File: src/rtl/fifo_rd_ctrl.sv
// Read-domain controller of the async FIFO: write-pointer synchronizer, binary/Gray
// read pointer, registered empty/level flags and a registered pop data path.
module fifo_rd_ctrl #(
  parameter int DATA_WIDTH  = 41,
  parameter int ADDR_WIDTH  = 4,
  parameter int SYNC_STAGES = 2
) (
  input  logic                  rd_clk,
  input  logic                  rd_rst_n,
  input  logic [ADDR_WIDTH:0]   wq_wptr_gray,
  input  logic                  rd_en,
  output logic [ADDR_WIDTH-1:0] mem_raddr,
  input  logic [DATA_WIDTH-1:0] mem_rdata,
  output logic [DATA_WIDTH-1:0] rd_data,
  output logic                  rd_valid,
  output logic                  empty,
  output logic [ADDR_WIDTH:0]   rptr_gray,
  output logic [ADDR_WIDTH:0]   rd_level,
  output logic                  underflow
);

  localparam int PW = ADDR_WIDTH + 1;

  logic [PW-1:0]         sync_q [SYNC_STAGES];
  logic [PW-1:0]         sync_d [SYNC_STAGES];
  logic [PW-1:0]         wsync;
  logic [PW-1:0]         rbin_q, rbin_d;
  logic [PW-1:0]         rptr_gray_q, rptr_gray_d;
  logic                  empty_q, empty_d;
  logic                  rd_valid_q, rd_valid_d;
  logic [DATA_WIDTH-1:0] rd_data_q, rd_data_d;
  logic [PW-1:0]         rd_level_q, rd_level_d;
  logic                  underflow_q, underflow_d;
  logic                  pop;

  function automatic logic [PW-1:0] gray2bin(input logic [PW-1:0] g);
    logic [PW-1:0] b;
    b[PW-1] = g[PW-1];
    for (int i = PW - 2; i >= 0; i--) begin
      b[i] = b[i+1] ^ g[i];
    end
    return b;
  endfunction

  // Plain flop chain: nothing may sit between the async input and the last stage.
  always_comb begin
    sync_d[0] = wq_wptr_gray;
    for (int i = 1; i < SYNC_STAGES; i++) begin
      sync_d[i] = sync_q[i-1];
    end
  end

  assign wsync = sync_q[SYNC_STAGES-1];

  // Empty and level both look at the post-pop pointer so a pop and a new wsync
  // landing on the same edge are resolved together.
  always_comb begin
    pop         = rd_en & ~empty_q;
    rbin_d      = rbin_q + {{(PW-1){1'b0}}, pop};
    rptr_gray_d = rbin_d ^ (rbin_d >> 1);
    empty_d     = (rptr_gray_d == wsync);
    rd_level_d  = gray2bin(wsync) - rbin_d;
    rd_data_d   = pop ? mem_rdata : rd_data_q;
    rd_valid_d  = pop;
    underflow_d = rd_en & empty_q;
  end

  always_ff @(posedge rd_clk) begin
    if (!rd_rst_n) begin
      for (int i = 0; i < SYNC_STAGES; i++) begin
        sync_q[i] <= '0;
      end
      rbin_q      <= '0;
      rptr_gray_q <= '0;
      empty_q     <= 1'b1;
      rd_valid_q  <= 1'b0;
      rd_data_q   <= '0;
      rd_level_q  <= '0;
      underflow_q <= 1'b0;
    end else begin
      for (int i = 0; i < SYNC_STAGES; i++) begin
        sync_q[i] <= sync_d[i];
      end
      rbin_q      <= rbin_d;
      rptr_gray_q <= rptr_gray_d;
      empty_q     <= empty_d;
      rd_valid_q  <= rd_valid_d;
      rd_data_q   <= rd_data_d;
      rd_level_q  <= rd_level_d;
      underflow_q <= underflow_d;
    end
  end

  assign mem_raddr = rbin_q[ADDR_WIDTH-1:0];
  assign rd_data   = rd_data_q;
  assign rd_valid  = rd_valid_q;
  assign empty     = empty_q;
  assign rptr_gray = rptr_gray_q;
  assign rd_level  = rd_level_q;
  assign underflow = underflow_q;

endmodule

File: config.mk
export PLATFORM = sky130hd
export DESIGN_NAME = fifo_rd_ctrl
export DESIGN_NICKNAME = d
export VERILOG_FILES = /design/src/rtl/fifo_rd_ctrl.sv
export SDC_FILE = /design/constraint.sdc
export NUM_CORES = 1
export LEC_CHECK = 0
export BUFFER_PORTS_ARGS = -buffer_cell sky130_fd_sc_hd__buf_2
export CAP_MARGIN = 25
export CORE_AREA = 2 2 78 80
export CTS_CLUSTER_SIZE = 40
export DETAILED_ROUTE_END_ITERATION = 8
export DIE_AREA = 0 0 80 82
export PLACE_DENSITY = 0.77
export REMOVE_ABC_BUFFERS = 1
export SYNTH_ARGS = -nofsm -noshare
export SYNTH_HDL_FRONTEND = slang
export SYNTH_SLANG_ARGS = --single-unit
export TNS_END_PERCENT = 10
File: constraint.sdc
create_clock -name rd_clk -period 4.2 [get_ports rd_clk]
set_input_delay 0 -clock rd_clk [delete_from_list [all_inputs] [get_ports rd_clk]]
set_output_delay 0 -clock rd_clk [all_outputs]
set_load 0.005 [all_outputs]
---- Word-level counts from Yosys, hierarchy flattened ----
Memory sizes are Yosys's and may differ from the RTL's.
Cells that the tools add are included.
storage, ports and cells
  register bits ........................... 59
  bits in writable memories ............... 10
  input bits .............................. 49
  output and inout bits ................... 58
  word-level logic and storage cells ...... 25
  memories ................................ 1
memory list
  name    words  width  read ports  clocked after memory_dff  wr ports  line  source
  sync_q  2      5      2           0                         2         24    logic [PW-1:0] sync_q [SYNC_STAGES];
operators by class
  $add $sub $neg .......................... 2
  eq/ne operators ......................... 1
  multiplexer cells ....................... 4
  bitwise logic cells ..................... 10
operators with widths
  cell                  number
  2-to-1 mux 5 bit      2
  adder 5 x 1 -> 5 bit  1
  == test 5 bit         1
  subtractor 5 bit      1
  XOR 5 x 4 -> 5 bit    1
  XOR 1 bit             4
  bitwise AND 1 bit     2
  2-to-1 mux 1 bit      2
  bitwise OR 1 bit      2
  NOT 1 bit             1

---- Logic depth before layout (Yosys ltp) ----
Gate-level depths: netlist (run 1).
  depth in word-level cells ............... 5
  mapped depth ............................ 13
  mapped depth without buffers ............ 11

---- Worst setup path before layout (run 1) ----
OpenSTA, ideal clock, no wires.
  path type ............................... reg-to-reg
  start ................................... reg empty_q (netlist: empty)
  end ..................................... reg rd_level_q[4] (netlist: rd_level[4])
  library setup time ...................... 0.115 ns
  arrival ................................. 2.915 ns
  data required time ...................... 4.085 ns
  path slack .............................. 1.170 ns
  cell stages (with the launch flop) ...... 14
  clock period less this slack ............ 3.030 ns
  cells stage by stage .................... dfxtp_1 > nand2b_1 > clkbuf_1 > clkinv_1 > clkbuf_1 > ha_1 > ha_1 > xor2_2 > inv_1 > ha_1 > a21o_1 > maj3_1 > xnor2_1 > and2_1
on the way
  cells in the longest elaborated chain, start to end .. 4
RTL lines
  element                 line  source
  from (decl)             29    logic empty_q, empty_d;
  from (signal assigned)  86    empty_q <= empty_d;
  NOT 1 bit               58    pop = rd_en & ~empty_q;
  bitwise AND 1 bit       58
  net pop                 34    logic pop;
  adder 5 x 1 -> 5 bit    59    rbin_d = rbin_q + {{(PW-1){1'b0}}, pop};
  subtractor 5 bit        62    rd_level_d = gray2bin(wsync) - rbin_d;
  to (signal assigned)    89    rd_level_q <= rd_level_d;
  to (decl)               32    logic [PW-1:0] rd_level_q, rd_level_d;
The timed path passes the listed nets, and every way through them passes these cells.
A chain may end at the register's enable or synchronous reset.

==> run metrics, run 1 <==
outcome finished, final reports clean; Max VDD drop 0.263 mV; FFs w/ async S/R, synth 0%; Worst-Skew Late Latency 0.33 ns; DRT Wirelength 6720 um; Nets 489; placed cells 451; DIE HEIGHT 82 um; Syn Area/Cell 9.23 um^2; crit-path max FO 3; GR Util All Layers 22.0%; Worst EP required 4.43 ns; crit path capture type flop; Compound-Gate Fraction of Synth Area 14.2%; dominant cells by area after synthesis dfxtp_1 52%, nand2_1 12%, a21boi_0 12%, xnor2_1 5.0%, and2_1 4.8%; Die Wd 80 um; GR Overflow Total 0; sequential cell area 1360 um^2; Ports 107; vias per cell 4.71; global-route wire length before repair 10900 um; Avg WL per Cell 13.1 um; Area Growth Syn to Fin 47.3%; die area 6560 um^2; layout cells sized above 1 28.6%; fill count 453; Arrival @ worst endpoint 3.18 ns; top cell type's share of synthesized area 51.9%; worst hold margin 0.260 ns; post-synth top area cell dfxtp_1; Synth cell types 25; slew at the pin with the worst max-slew slack 0.893 ns; vias in the first global route 2335; commonest cells in the netlist 85 x nand2_1, 68 x dfxtp_1, 42 x a21boi_0, 20 x and2_1, 16 x clkbuf_1; Iter 0 DRT Violations 65; Routed Antenna Nets 0; RD Place Congestion 0.822; postcts setup bufs 0; P_leak 0.00175 uW; FMAX 339 MHz; Synth Warn # 0; number of buffers added on ports 106; number of antenna violations at the first check in global routing 0; Hold WC Path Type in2reg; slew margin rel. 40.5%; area of the multi-input gates 1180 um^2; TritonCTS Buffers 9; final setup vio count 0; Worst Hold Launch rd_rst_n; crit path kind reg2reg; post-synthesis sequential area ratio 51.9%; Critical Path Source sync_q[0][9]; count leader, synth nand2_1; Critical Path Start Type flop; Max-cap violations 0; ant diodes 0; Synth Area in Simple Gates 19.7%; Non-Filler Instances 512; Initial Utilization 45.6%; top_reg_cell synth dfxtp_1; drt drc 0; Worst R2R Start sync_q[0][9]; CTS tree done; Final period util 70.1%; Clock Skew 0.00825 ns; Final Max Tran Viols 0; final core utilization 67.2%; Final Critical Period 2.95 ns; cells after synthesis 284; Clock transition at path regs 0.07 ns; multiplexer share of the synthesized area 0%; Clock Tree Buf Depth 2; Rows 28; main combinational cell family by area after synthesis simple AND/OR/NAND/NOR gates; Core Region 5750 um^2; post-DP HPWL 3740 um; Final Hold Viols 0; via count 2411; RSZ-0062 raised after global routing no; Synth Area in Adders 3.53%; Root Driver clkbuf_8; Synth Cell Area 2620 um^2; Yosys reg bits 68; Pre-Repair DR Iteration Count 4; EDFF count, synth 0; PD cells 377 nW/um^2; clock sinks 68; Synth Area in XOR/XNOR 7.63%; largest net degree at the start of global routing 69; Max H-tree Level 3
==> cell usage in the layout, fill, tap and decap left out, types with 2 or more instances in the layout <==
master and instances:
a21boi_0 42, a21o_1 2, a21oi_1 2, and2_1 20, buf_2 106, buf_4 2, clkbuf_8 11, dfxtp_1 68
dlygate4sd3_1 47, ha_1 5, inv_1 4, nand2_1 85, nand3_1 2, nor2_1 2, nor2b_1 4, xnor2_1 15
xor2_1 6
==> final cells by class <==
class                      count  share of cell area [%]
clock inverter                 2                   0.907
sequential                    68                    35.2
clock buffer                  12                    4.02
timing repair buffer         155                    26.3
tap                           75                    2.43
inverter                       5                   0.486
multi-input combinational    195                    30.6
==> path summary, 6_finish.rpt <==
check	endpoint	slack, ns	cells after the start
setup / recovery	rd_level[4]	1.25	11
setup reg to reg	rd_level[4]	1.25	11
hold reg to reg	sync_q[0][5]	0.43	1
hold / removal	empty	0.26	2
==> metal layers <==
metal | vias to the layer above | global-route usage [%] | part of all wire (%)
met5 | - | 0 | 0
met4 | 0 | 8.81 | 1.6
met3 | 12 | 8.35 | 7.7
met2 | 92 | 37.1 | 51
met1 | 1107 | 25.2 | 40
li1 | 1200 | - | -
==> worst max-delay path, stage by stage, from the launching register on <==
cell and delay (ns):
dfxtp_1 0.33, xnor2_1 0.31, xnor2_1 0.22, xor2_1 0.36, xnor2_1 0.17, ha_1 0.16
inv_1 0.06, fa_1 0.39, a21o_1 0.19, maj3_1 0.36, xnor2_1 0.13, and2_1 0.15
==> cell families (layout without fill, tap and decap cells) <==
group	Yosys count	count (layout)
simple gates	117	117
flops	68	68
compound gates	49	49
xor+xnor	22	22
buf+inv	21	174
fa+ha+maj	7	7
==> report_power, final <==
part	switching, uW	total [uW]	internal [uW]	leakage [uW]
clock	226	526	299	0.0000983
combinational	104	225	121	0.00109
sequential	17.8	704	686	0.000555
total	348	1450	1110	0.00175
==> through the flow <==
stage                     power [uW]  setup slack, ns  cell area, um^2  TNS, ns
after floorplan                  815           -0.229             2560   -0.229
after global placement           899             1.32             3200        0
after detailed placement         905             1.24             3200        0
after CTS                       1470             1.22             3860        0
after global routing            1530            0.992             3860        0
final                           1450             1.25             3860        0
==> sequential cells by signal (all words and copies together), names as in the netlist <==
| register | count |
|---|---|
| rd_data | 41 |
| rptr_gray | 4 |
| rd_valid | 1 |
| empty | 1 |
| rbin_q | 5 |
| underflow | 1 |
| rd_level | 5 |
| sync_q | 10 |
==> what timing repair did <==
action | CTS | global route
gates resized for setup | 0 | 0
hold endpoints to repair | 47 | 0
hold buffers | 47 | 0
No activity file was read; power rests on OpenSTA's default activity.
==> run 2: changes to the inputs <==
--- a/config.mk
+++ b/config.mk
@@ -7,11 +7,11 @@
 export LEC_CHECK = 0
 export BUFFER_PORTS_ARGS = -buffer_cell sky130_fd_sc_hd__buf_2
 export CAP_MARGIN = 25
-export CORE_AREA = 2 2 78 80
+export CORE_AREA = 2 2 82 84
 export CTS_CLUSTER_SIZE = 40
 export DETAILED_ROUTE_END_ITERATION = 8
-export DIE_AREA = 0 0 80 82
-export PLACE_DENSITY = 0.77
+export DIE_AREA = 0 0 84 86
+export PLACE_DENSITY = 0.73
 export REMOVE_ABC_BUFFERS = 1
 export SYNTH_ARGS = -nofsm -noshare
 export SYNTH_HDL_FRONTEND = slang
==> constraint.sdc (replaced) <==
create_clock -name rd_clk -period 2.35 [get_ports rd_clk]
set_input_delay 0 -clock rd_clk [delete_from_list [all_inputs] [get_ports rd_clk]]
set_output_delay 0 -clock rd_clk [all_outputs]
set_load 0.005 [all_outputs]
==> run metrics, run 2 (synthesized netlist as in run 1, its figures left out) <==
Ports 107 (unchanged); slowest cell on the critical path dfxtp_2; P_leak 0.00184 uW (+5.3%); final setup vio count 1 (+1); Worst-Skew Late Latency 0.34 ns (about the same); Critical Path Start Type flop; FMAX 403 MHz (+19%); Hold WC Path Type in2reg; RD Place Congestion 0.831 (+1.1%); drt drc 0 (unchanged); Initial Utilization 41.8% (-3.9 points); Area Growth Syn to Fin 54.2%; Final Max Tran Viols 0 (unchanged); Worst EP required 2.58 ns (-1.85 ns); final instance area 4040 um^2 (+4.7%); Iter 0 DRT Violations 90 (+38%); number of buffers added on ports 106 (unchanged); register share of total power 47.0% (-1.4 points); slew at the pin with the worst max-slew slack 0.942 ns (+0.0488 ns); failing checks setup timing; largest net degree at the start of global routing 69 (unchanged); Critical Path, Cell by Cell xnor2_4 -> xnor2_2 -> xor2_2 -> xnor2_1 -> ha_2 -> inv_2 -> fa_2 -> a21o_1 -> maj3_2 -> xnor2_1 -> and2_1; final setup margin -0.133 ns (-1.39 ns); Clock transition at path regs 0.07 ns (about the same); number of antenna violations at the first check in global routing 0 (unchanged); Int Pwr 1990 uW (+80%); crit-path max FO 2 (-1); via count 2469 (+2.4%); slew margin rel. 37.2% (-3.3 points); post-DP HPWL 4010 um (+7.3%); hold depth 2 (unchanged); Rows 29 (+3.6%); Clock Tree Buf Depth 2 (unchanged); combinational power share 16.8% (+1.3 points); Clock power frac 36.1% (about the same); GR Util All Layers 20.3% (-1.6 points); Avg WL per Cell 13.1 um (+0.14%); RSZ-0062 raised after global routing yes; outcome finished, violations left; max FFs per register 41 (unchanged); Clock Skew 0.00660 ns (-0.00165 ns); Non-Filler Instances 532 (+3.9%); worst slack, placed -0.319 ns (-1.56 ns); vias per cell 4.64 (-1.4%); PD cells 662 nW/um^2 (+76%); ant diodes 0 (unchanged); Max H-tree Level 3 (unchanged); CTS tree done; die area 7220 um^2 (+10%); Pre-Repair DR Iteration Count 6 (+2); final core utilization 64.4% (-2.8 points); switching fraction of total power 25.5% (+1.6 points); layout cells sized above 1 33.8% (+5.2 points); Final Hold Viols 0 (unchanged); global-route wire length before repair 11700 um (+7.6%); Final period util 106% (+36 points); GR Overflow Total 0 (unchanged); Die Wd 84 um (+5.0%); worst-case reg-to-reg path depth 11 (unchanged); Root Driver clkbuf_8; DIE HEIGHT 86 um (+4.9%); Nets 505 (+3.3%); DRT Wirelength 6990 um (+4.0%); TritonCTS Buffers 9 (unchanged); Arrival @ worst endpoint 2.71 ns (-0.47 ns); vias in the first global route 2494 (+6.8%); Max VDD drop 0.411 mV (+56%); commonest non-fill, non-tap cell in the layout buf_2; placed cells 469 (+4.0%); commonest cells after routing, fill and taps aside 106 x buf_2, 85 x nand2_1, 66 x dfxtp_1; Core Region 6280 um^2 (+9.3%); crit path kind reg2reg; crit path capture type flop; placed inst area 3320 um^2 (+3.8%); Worst path max stage delay 0.35 ns (-0.04 ns); Final Critical Period 2.48 ns (-0.463 ns); Routed Antenna Nets 0 (unchanged); Max-cap violations 0 (unchanged); clock sinks 68 (unchanged); postcts setup bufs 0 (unchanged); Psw 683 uW (+96%); critical path's most frequent cell xnor2_1
==> run 2: cell count changes in the layout (fill, tap and decap cells not counted), moves of 2 or more <==
cell / change
clkinvlp_4: +2
xnor2_1: -2
dfxtp_2: +2
dfxtp_1: -2
buf_4: +16
==> run 2: layer usage <==
metal / up-vias / wire, um / global-route usage [%]
met5: - / 0 / 0
met4: 0 / 113 / 6.74
met1: 1135 / 2910 / 23.6
met3: 10 / 433 / 6.83
li1: 1230 / - / -
met2: 94 / 3540 / 35.4
==> run 2: cell type report <==
cell class | instances | area (um^2)
fill | 507 | 2230
tap | 77 | 96.3
clock buffer | 10 | 138
inverter | 5 | 18.8
clock inverter | 6 | 63.8
sequential | 68 | 1360
timing repair buffer | 171 | 1140
multi-input combinational | 195 | 1230
==> run 2: path summary, 6_finish.rpt <==
check	from	endpoint	slack, ns
hold / removal	rd_rst_n	empty	0.25
setup / recovery	sync_q[0][9]	rd_level[4]	-0.13
hold reg to reg	sync_q[0][1]	sync_q[0][6]	0.43
setup reg to reg	sync_q[0][9]	rd_level[4]	-0.13
==> run 2: timing repair <==
item	in CTS	in global routing
endpoints found under the hold margin	47	0
resized for setup	7	4
cloned	0	0
hold buffers	47	0
setup endpoints to repair	1	2
pin swaps	6	3
==> run 2: power groups by stage <==
stage	sequential (uW)	combinational (uW)	clock, uW
after floorplan	1290	169	0
after global placement	1280	360	0
after detailed placement	1280	371	0
after CTS	1260	438	1000
after global routing	1270	500	1050
final	1260	450	967
==> run 2: metrics by stage <==
step / total power (uW) / TNS [ns] / hold slack (ns)
6_report: 2680 / -0.133 / 0.252
5_1_grt: 2820 / -0.284 / 0.297
4_1_cts: 2690 / -0.173 / 0.258
3_5_place_dp: 1650 / -0.319 / 0.210
3_3_place_gp: 1640 / -0.279 / 0.208
2_1_floorplan: 1460 / -25.86 / 0.0557
==> run 2: worst max-delay path, delay by kind of cell (launching register included) <==
family,cells,cell delay (ns)
and+or+nand+nor,1,0.15
AOI/OAI and AO/OA,1,0.18
adders and majority gates,3,0.85
xor gates and xnor gates,5,0.80
buffers and inverters,1,0.04
DFF,1,0.35
